File: config.mk
export PLATFORM = sky130hd
export DESIGN_NAME = des_key_schedule
export DESIGN_NICKNAME = d
export VERILOG_FILES = /design/src/rtl/des_pkg.sv /design/src/rtl/des_rotate28.sv /design/src/rtl/des_key_schedule.sv
export SDC_FILE = /design/constraint.sdc
export NUM_CORES = 1
export LEC_CHECK = 0
export CORE_ASPECT_RATIO = 0.75
export CORE_UTILIZATION = 54
export DETAILED_ROUTE_END_ITERATION = 10
export PLACE_DENSITY = 0.94
export SLEW_MARGIN = 20
export SYNTH_ARGS = -nofsm -noshare
export SYNTH_HDL_FRONTEND = slang
export SYNTH_SLANG_ARGS = --single-unit
File: constraint.sdc
create_clock -name clk -period 2.4 [get_ports clk]
set_input_delay 0.24 -clock clk [delete_from_list [all_inputs] [get_ports clk]]
set_output_delay 0.24 -clock clk [all_outputs]
set_load 0.02 [all_outputs]
File: src/rtl/des_pkg.sv
// Shared DES key-schedule definitions: FSM encoding, round count, rotate schedule
// and the PC-1 / PC-2 permutations (FIPS bit 1 is the MSB of each vector).
package des_pkg;

   localparam int ROUNDS = 16;

   typedef enum logic {
      ST_IDLE = 1'b0,
      ST_RUN  = 1'b1
   } state_t;

   localparam int PC1_TBL [56] = '{
      57, 49, 41, 33, 25, 17,  9,
       1, 58, 50, 42, 34, 26, 18,
      10,  2, 59, 51, 43, 35, 27,
      19, 11,  3, 60, 52, 44, 36,
      63, 55, 47, 39, 31, 23, 15,
       7, 62, 54, 46, 38, 30, 22,
      14,  6, 61, 53, 45, 37, 29,
      21, 13,  5, 28, 20, 12,  4
   };

   localparam int PC2_TBL [48] = '{
      14, 17, 11, 24,  1,  5,
       3, 28, 15,  6, 21, 10,
      23, 19, 12,  4, 26,  8,
      16,  7, 27, 20, 13,  2,
      41, 52, 31, 37, 47, 55,
      30, 40, 51, 45, 33, 48,
      44, 49, 39, 56, 34, 53,
      46, 42, 50, 36, 29, 32
   };

   // 64-bit key -> 56-bit {C,D}; parity bits are dropped.
   function automatic logic [55:0] pc1(input logic [63:0] key);
      logic [55:0] cd;
      cd = '0;
      for (int j = 0; j < 56; j++) begin
         cd[55-j] = key[64-PC1_TBL[j]];
      end
      return cd;
   endfunction

   // 56-bit {C,D} -> 48-bit round subkey.
   function automatic logic [47:0] pc2(input logic [55:0] cd);
      logic [47:0] sk;
      sk = '0;
      for (int j = 0; j < 48; j++) begin
         sk[47-j] = cd[56-PC2_TBL[j]];
      end
      return sk;
   endfunction

   // SHIFT[k] for k = 1..16: rounds 1, 2, 9 and 16 rotate by one, all others by two.
   function automatic logic shift_two(input logic [4:0] k);
      logic two;
      case (k)
         5'd1, 5'd2, 5'd9, 5'd16: two = 1'b0;
         default:                 two = 1'b1;
      endcase
      return two;
   endfunction

endpackage

File: src/rtl/des_rotate28.sv
// 28-bit circular rotate by one or two positions, left or right.
module des_rotate28 (
   input  logic [27:0] din,
   input  logic        two,
   input  logic        right,
   output logic [27:0] dout
);

   always_comb begin
      dout = din;
      case ({right, two})
         2'b00:   dout = {din[26:0], din[27]};
         2'b01:   dout = {din[25:0], din[27:26]};
         2'b10:   dout = {din[0], din[27:1]};
         2'b11:   dout = {din[1:0], din[27:2]};
         default: dout = din;
      endcase
   end

endmodule

File: src/rtl/des_key_schedule.sv
// Iterative DES key scheduler: streams the sixteen 48-bit round subkeys over a
// valid/ready port, K1..K16 for encryption or K16..K1 for decryption.
module des_key_schedule #(
   parameter int PARITY_CHECK = 0
) (
   input  logic        clk,
   input  logic        rst_n,
   input  logic [63:0] key_in,
   input  logic        start,
   input  logic        decrypt,
   output logic [47:0] subkey,
   output logic        sk_valid,
   input  logic        sk_ready,
   output logic [3:0]  round_idx,
   output logic        busy,
   output logic        done,
   output logic        key_err
);
   import des_pkg::*;

   // Handshake: a subkey moves when sk_valid & sk_ready on a rising edge; while
   // sk_valid is high and sk_ready low, subkey and round_idx hold and no state moves.

   state_t      state_q, state_d;
   logic [55:0] cd_q, cd_d;
   logic [4:0]  r_q, r_d;
   logic        dec_q, dec_d;
   logic        sk_valid_q, sk_valid_d;
   logic        done_q, done_d;
   logic        key_err_q, key_err_d;

   logic [55:0] rot_src, rot_out;
   logic        rot_two, rot_right;
   logic        parity_ok, load, xfer;

   always_comb begin
      parity_ok = 1'b1;
      for (int i = 0; i < 8; i++) begin
         if (!(^key_in[8*i +: 8])) parity_ok = 1'b0;
      end
   end

   assign load = (state_q == ST_IDLE) && start && ((PARITY_CHECK == 0) || parity_ok);
   assign xfer = sk_valid_q & sk_ready;

   // One shared rotator pair: fed from PC1(key_in) at load, from C/D while running.
   always_comb begin
      rot_src   = cd_q;
      rot_two   = 1'b0;
      rot_right = 1'b0;
      if (state_q == ST_IDLE) begin
         rot_src = pc1(key_in);
         rot_two = shift_two(5'd1);
      end else if (dec_q) begin
         rot_right = 1'b1;
         rot_two   = shift_two(5'd17 - r_q);
      end else begin
         rot_two   = shift_two(r_q + 5'd1);
      end
   end

   des_rotate28 u_rot_c (
      .din   (rot_src[55:28]),
      .two   (rot_two),
      .right (rot_right),
      .dout  (rot_out[55:28])
   );

   des_rotate28 u_rot_d (
      .din   (rot_src[27:0]),
      .two   (rot_two),
      .right (rot_right),
      .dout  (rot_out[27:0])
   );

   always_comb begin
      state_d    = state_q;
      cd_d       = cd_q;
      r_d        = r_q;
      dec_d      = dec_q;
      sk_valid_d = sk_valid_q;
      done_d     = 1'b0;
      key_err_d  = 1'b0;
      case (state_q)
         ST_IDLE: begin
            if (load) begin
               state_d    = ST_RUN;
               // Decrypt starts at K16, and C16D16 equals C0D0, so no rotation.
               cd_d       = decrypt ? rot_src : rot_out;
               r_d        = 5'd1;
               dec_d      = decrypt;
               sk_valid_d = 1'b1;
            end else if (start) begin
               key_err_d  = 1'b1;
            end
         end
         ST_RUN: begin
            if (xfer) begin
               if (r_q == 5'(ROUNDS)) begin
                  state_d    = ST_IDLE;
                  sk_valid_d = 1'b0;
                  done_d     = 1'b1;
               end else begin
                  r_d  = r_q + 5'd1;
                  cd_d = rot_out;
               end
            end
         end
         default: state_d = ST_IDLE;
      endcase
   end

   always_ff @(posedge clk or negedge rst_n) begin
      if (!rst_n) begin
         state_q    <= ST_IDLE;
         cd_q       <= '0;
         r_q        <= 5'd1;
         dec_q      <= 1'b0;
         sk_valid_q <= 1'b0;
         done_q     <= 1'b0;
         key_err_q  <= 1'b0;
      end else begin
         state_q    <= state_d;
         cd_q       <= cd_d;
         r_q        <= r_d;
         dec_q      <= dec_d;
         sk_valid_q <= sk_valid_d;
         done_q     <= done_d;
         key_err_q  <= key_err_d;
      end
   end

   assign subkey    = pc2(cd_q);
   assign sk_valid  = sk_valid_q;
   assign round_idx = dec_q ? 4'(5'd16 - r_q) : 4'(r_q - 5'd1);
   assign busy      = (state_q == ST_RUN);
   assign done      = done_q;
   assign key_err   = key_err_q;

endmodule

Yosys cells after proc, flatten, opt, wreduce, memory -nomap -nowiden
Index checks and enable logic that the tools add are counted.

storage, ports and cells
  output and inout port bits = 56
  bits of input ports = 69
  word-level logic and storage cells = 69
  bits in registers = 66

cells by class
  reduce and logical (&&, ||, !) cells = 7
  multiplexer cells = 33
  bitwise gates (word level) = 2
  add/subtract/negate cells = 4
  equality and inequality tests = 16

operator list
  kind                                                                    number
  56-bit 2-to-1 mux                                                       5
  28-bit one-hot mux with 4 select lines                                  2
  56-bit one-hot mux with 2 select lines                                  1
  1-bit 2-to-1 mux                                                        18
  5-bit equality test (second input constant)                             3
  5-bit 2-to-1 mux                                                        3
  5-bit by 1-bit equality test with 1-bit output (second input constant)  2
  5-bit by 2-bit equality test with 1-bit output (second input constant)  2
  5-bit by 4-bit equality test with 1-bit output (second input constant)  2
  5-bit one-hot mux with 2 select lines                                   1
  4-bit OR reduction                                                      2
  3-bit AND reduction                                                     2
  5-bit by 1-bit adder with 5-bit output (second input constant)          1
  5-bit subtractor (first input constant)                                 1
  2-bit equality test (second input constant)                             2
  4-bit 2-to-1 mux                                                        1
  2-bit by 1-bit != test with 1-bit output (second input constant)        2
  2-bit != test (second input constant)                                   2
  1-bit one-hot mux with 2 select lines                                   2
  1-bit by 4-bit subtractor with 4-bit output (first input constant)      1
  4-bit by 1-bit subtractor with 4-bit output (second input constant)     1
  2-bit by 1-bit equality test with 1-bit output (second input constant)  1
  2-bit zero test                                                         1
  2-bit AND reduction                                                     1
  3 further kinds                                                         3

Longest topological paths before layout
  word-level depth = 11
  depth in mapped cells = 11

Modules after synthesis
From an unflattened synthesis, not the netlist that was laid out.

second synthesis, totals
  cells, all modules = 512
  area total of the unflattened synthesis = 5830.6 um^2

modules (own cells, without submodules)
  module            sequential area each (um^2)  area an instance (um^2)  instances  cells an instance
  des_key_schedule  1652.8                       4376.7                   1          444
  des_rotate28      0.0                          726.9                    2          34

Worst setup path after synthesis
OpenSTA, ideal clock, no wires.

  kind = register to register
  start point = register r_q[0]
  end point = register cd_q[10]
  cell stages (with the launch flop) = 8
  period minus slack after synthesis = 2.196 ns
  required time = 2.318 ns
  path buffers = 1
  arrival time = 2.114 ns
  library setup time = 0.082 ns
  setup slack = 0.204 ns
  cell sequence = dfstp_2 > ha_1 > and3_1 > a21oi_1 > o211ai_1 > clkbuf_1 > nand3_1 > a31oi_1

on the way
  cells in the longest elaborated chain, start to end = 11
  elaborated cells between the ends (all ways) = 29
  those cells by class = 2 x add/sub; 13 x eq/ne; 10 x mux; 4 x reduce/logical

ends and longest elaborated chain
  what                                                                        RTL line                                        text
  start: declaration                                                          des_key_schedule.sv:26                          logic [4:0] r_q, r_d;
  start signal: assignment                                                    des_key_schedule.sv:125                         r_q <= r_d;
  5-bit by 1-bit adder with 5-bit output or 5-bit subtractor (tied branches)  des_key_schedule.sv:58, des_key_schedule.sv:56
  5-bit by 1-bit equality test with 1-bit output (tied with other cells)      des_pkg.sv:57                                   case (k)
  4-bit OR reduction                                                          des_pkg.sv:57
  1-bit 2-to-1 mux                                                            des_pkg.sv:57
  1-bit 2-to-1 mux                                                            des_key_schedule.sv:54                          end else if (dec_q) begin
  1-bit 2-to-1 mux                                                            des_key_schedule.sv:51                          if (state_q == ST_IDLE) begin
  2-bit equality test (tied with other cells)                                 des_rotate28.sv:11                              case ({right, two})
  28-bit one-hot mux with 4 select lines                                      des_rotate28.sv:11
  56-bit 2-to-1 mux (on tied branches)                                        des_key_schedule.sv:99, des_key_schedule.sv:89
  56-bit 2-to-1 mux (on tied branches)                                        des_key_schedule.sv:98, des_key_schedule.sv:86
  56-bit one-hot mux with 2 select lines                                      des_key_schedule.sv:84                          case (state_q)
  end signal: assignment                                                      des_key_schedule.sv:116                         cd_q <= '0;
  end signal: assignment                                                      des_key_schedule.sv:124                         cd_q <= cd_d;
  end: declaration                                                            des_key_schedule.sv:25                          logic [55:0] cd_q, cd_d;

Parallel ways exist; a longest one is shown, timed or not. The select of a mux whose other input is x is not followed.
A chain may end at the register's enable or synchronous reset.

Worst setup path after layout
  start point = register r_q[0]
  end point = register cd_q[2]

The elaborated chain is that of the path after synthesis.

==> results.cfg <==
[routing]
wirelength_um = 22800
vias_per_cell = 7.27
drt-initial-drc-count = 1361
wl_per_cell_um = 22.9
vias = 7228
drc = 0
drt_first_pass_iters = 8
postRouteAntennaNets = 0

[sta]
fin_crit_ns = 2.36
relSlewSlack_pct = 55.9
setup-violations-final = 0
timing.final.ws_setup_ns = 0.0386
timing.hold.ws_ns = 0.348
finClkSkew_ns = 0.00626
worstMarginPinSlew_ns = 0.662
fin_crit_sh_pct = 98.4
maxSlewViolCount = 0
max_freq_mhz = 423
hold_viol_final = 0
rsz0062_at_grt = yes

[clocking]
clock-root-buffer = clkbuf_16
htree_levels = 3
clkSinkCount = 66
clock_path_buffers = 2
cts_made_buffers = 9
insertion_delay_ns = 0.35
path_clk_slew_ns = 0.06
cts_tree = built

[setup_path]
rrSetupSlack_ns = 0.04
path_class = reg2reg
critical_path_arrival_ns = 2.57
cp.required_ns = 2.61
setup.worst_path.end_class = flop
reg2reg_from = r_q[0]
cp-start-kind = flop
critPathLaunch = r_q[0]
path_max_fanout = 9

[logic_synthesis]
syn_area_sq_um = 6410
ys.flop_type = dfrtp_1
async_reset_ff_share_pct = 100
yosysMostFrequentCell = a21oi_1
synth-seq-cells = 66
synth_commonest_cells = a21oi_1 (75), nand2_1 (67), dfrtp_1 (65)
ys_seq_area_share_pct = 25.8
synth_fp_nets = 845
synth_top_area_share_pct = 25.4
synth_area_leaders = dfrtp_1 (25%), mux2i_1 (8.6%), mux4_2 (8.1%)
ys_types = 50
synth_area_per_cell_sq_um = 8.33
yosys_warnings = 0
synth-edff-count = 0
yosysTopAreaCell = dfrtp_1
syn_inst = 770

[floorplanning]
die_area_sq_um = 12300
ios = 125
die_h_um = 96.4
start_util_pct = 55.4
rows = 34
core-area_sq_um = 11600
die_w_um = 128

[power_and_ir_drop]
pwr_density_cell_nw_per_um2 = 1190
peakVddDrop_v = 0.000741
power_leakage_uw = 0.00310

[grt]
grt_overflow_total = 0
grt_pass1_vias = 6590
grt_pass1_wl_um = 34300
grt_use_total_pct = 35.7
antenna_found_initial = 0
grt_max_degree = 113

[run]
drv_cap = 0

[final_layout]
layout-drive-gt1-share_pct = 15.9
finalNetCount = 902
syn2layout_area_growth_pct = 26.5
antenna_cells = 0
layout.cells.non_filler = 994
fin_area_sq_um = 8110

[placed_design]
post-dp-hpwl_um = 13300
gp_congestion = 0.912
dp_cells = 968
portBuffers = 116
placed_cell_area_sq_um = 7530
pre_cts_ws_ns = -0.225

[run_status]
outcome = complete, no violations

[worst_hold_path]
hold_path.class = in2async
==> worst paths after layout <==
kind,endpoint,depth (start not counted)
min in group clk,sk_valid,2
worst max register to register,cd_q[2],9
max in group asynchronous,cd_q[48],3
worst min-delay path,cd_q[8],2
worst max-delay path,cd_q[2],9
worst min register to register,sk_valid,2
==> stage by stage <==
step	total power (uW)	TNS [ns]	utilization (%)
after floorplan	6080	0	-
after global placement	7580	-4.09	65.1
after detailed placement	7750	-6.41	65.1
after CTS	9110	0	68.3
after global routing	10100	-0.128	70.1
final	9630	0	70.1
==> registers in the layout, summed over array words and instances, names as in the netlist <==
name / flops
cd_q: 56
r_q: 5
busy: 1
dec_q: 1
done: 1
key_err: 1
sk_valid: 1
==> layout by cell type, fill, tap and decap left out, types with 3 or more instances in the layout <==
cell type        synthesis  final
nor3_1                   4      4
inv_1                    5      4
xnor2_1                  8      8
and3_1                  20     20
a21oi_2                  1      5
a31oi_1                 24     24
buf_8                    0      3
buf_12                   0      8
clkdlybuf4s50_1          0    113
ha_4                     0      3
clkbuf_16                0     11
nand3_1                 33     33
mux2i_1                 55     55
o211ai_1                37     37
nor2b_1                  4      4
or3_1                   38     38
nand2_1                 67     66
nor2_1                  15     15
dfrtp_1                 65     63
o221ai_1                35     35
buf_4                   50     43
mux4_2                  23     23
o21ai_0                 56     54
a21oi_1                 75     71
clkbuf_8                 0      3
buf_6                    3      3
a221oi_2                 0      6
ha_1                     6      3
o21ai_1                  2      3
nand4_1                 18     18
a221oi_1                19     13
==> area by class of cell <==
cell class,count,area (sq um)
tap,162,203
clock buffer,14,274
sequential,66,1660
inverter,6,22.5
fill,874,3460
timing repair buffer,176,1780
clock inverter,2,10.0
multi-input combinational,568,4160
==> worst max-delay path, cell delays in order, from the launching register on <==
cell      delay (ns)
dfstp_2         0.60
inv_1           0.10
ha_4            0.19
buf_4           0.15
a311oi_4        0.30
a21oi_4         0.14
buf_12          0.20
or3_1           0.34
o21ai_1         0.12
a31oi_1         0.08
==> kinds of logic after synthesis <==
kind of cell               share of synthesized area [%]
DFF                                                 25.8
other                                             0.0585
and+or+nand+nor                                     16.7
adders and majority gates                           1.17
xor gates and xnor gates                            1.23
muxes                                               17.0
buffers and inverters                               11.7
AOI/OAI and AO/OA                                   26.3
==> routing by layer <==
metal,routed length [um],vias to the layer above,global-route usage (%)
li1,-,3033,-
met1,8360,3337,48.2
met2,10000,726,55.3
met3,3440,132,8.65
met4,1020,0,15.2
met5,0,-,0
==> power breakdown <==
part | switching (uW) | internal [uW] | leakage (uW)
Sequential | 955 | 1590 | 0.000778
Clock | 526 | 782 | 0.000143
Combinational | 3060 | 2720 | 0.00218
Total | 4540 | 5090 | 0.00310
==> what timing repair did <==
action                                  4_1_cts  5_1_grt
buffers inserted                              2        4
resized for setup                             9       27
pin swaps                                     1        4
hold endpoints to repair                     13        0
hold buffers                                  1        0
gates cloned                                  1        2
endpoints found under the setup margin       51       57
Note: power is estimated with default switching activity, not from simulation.
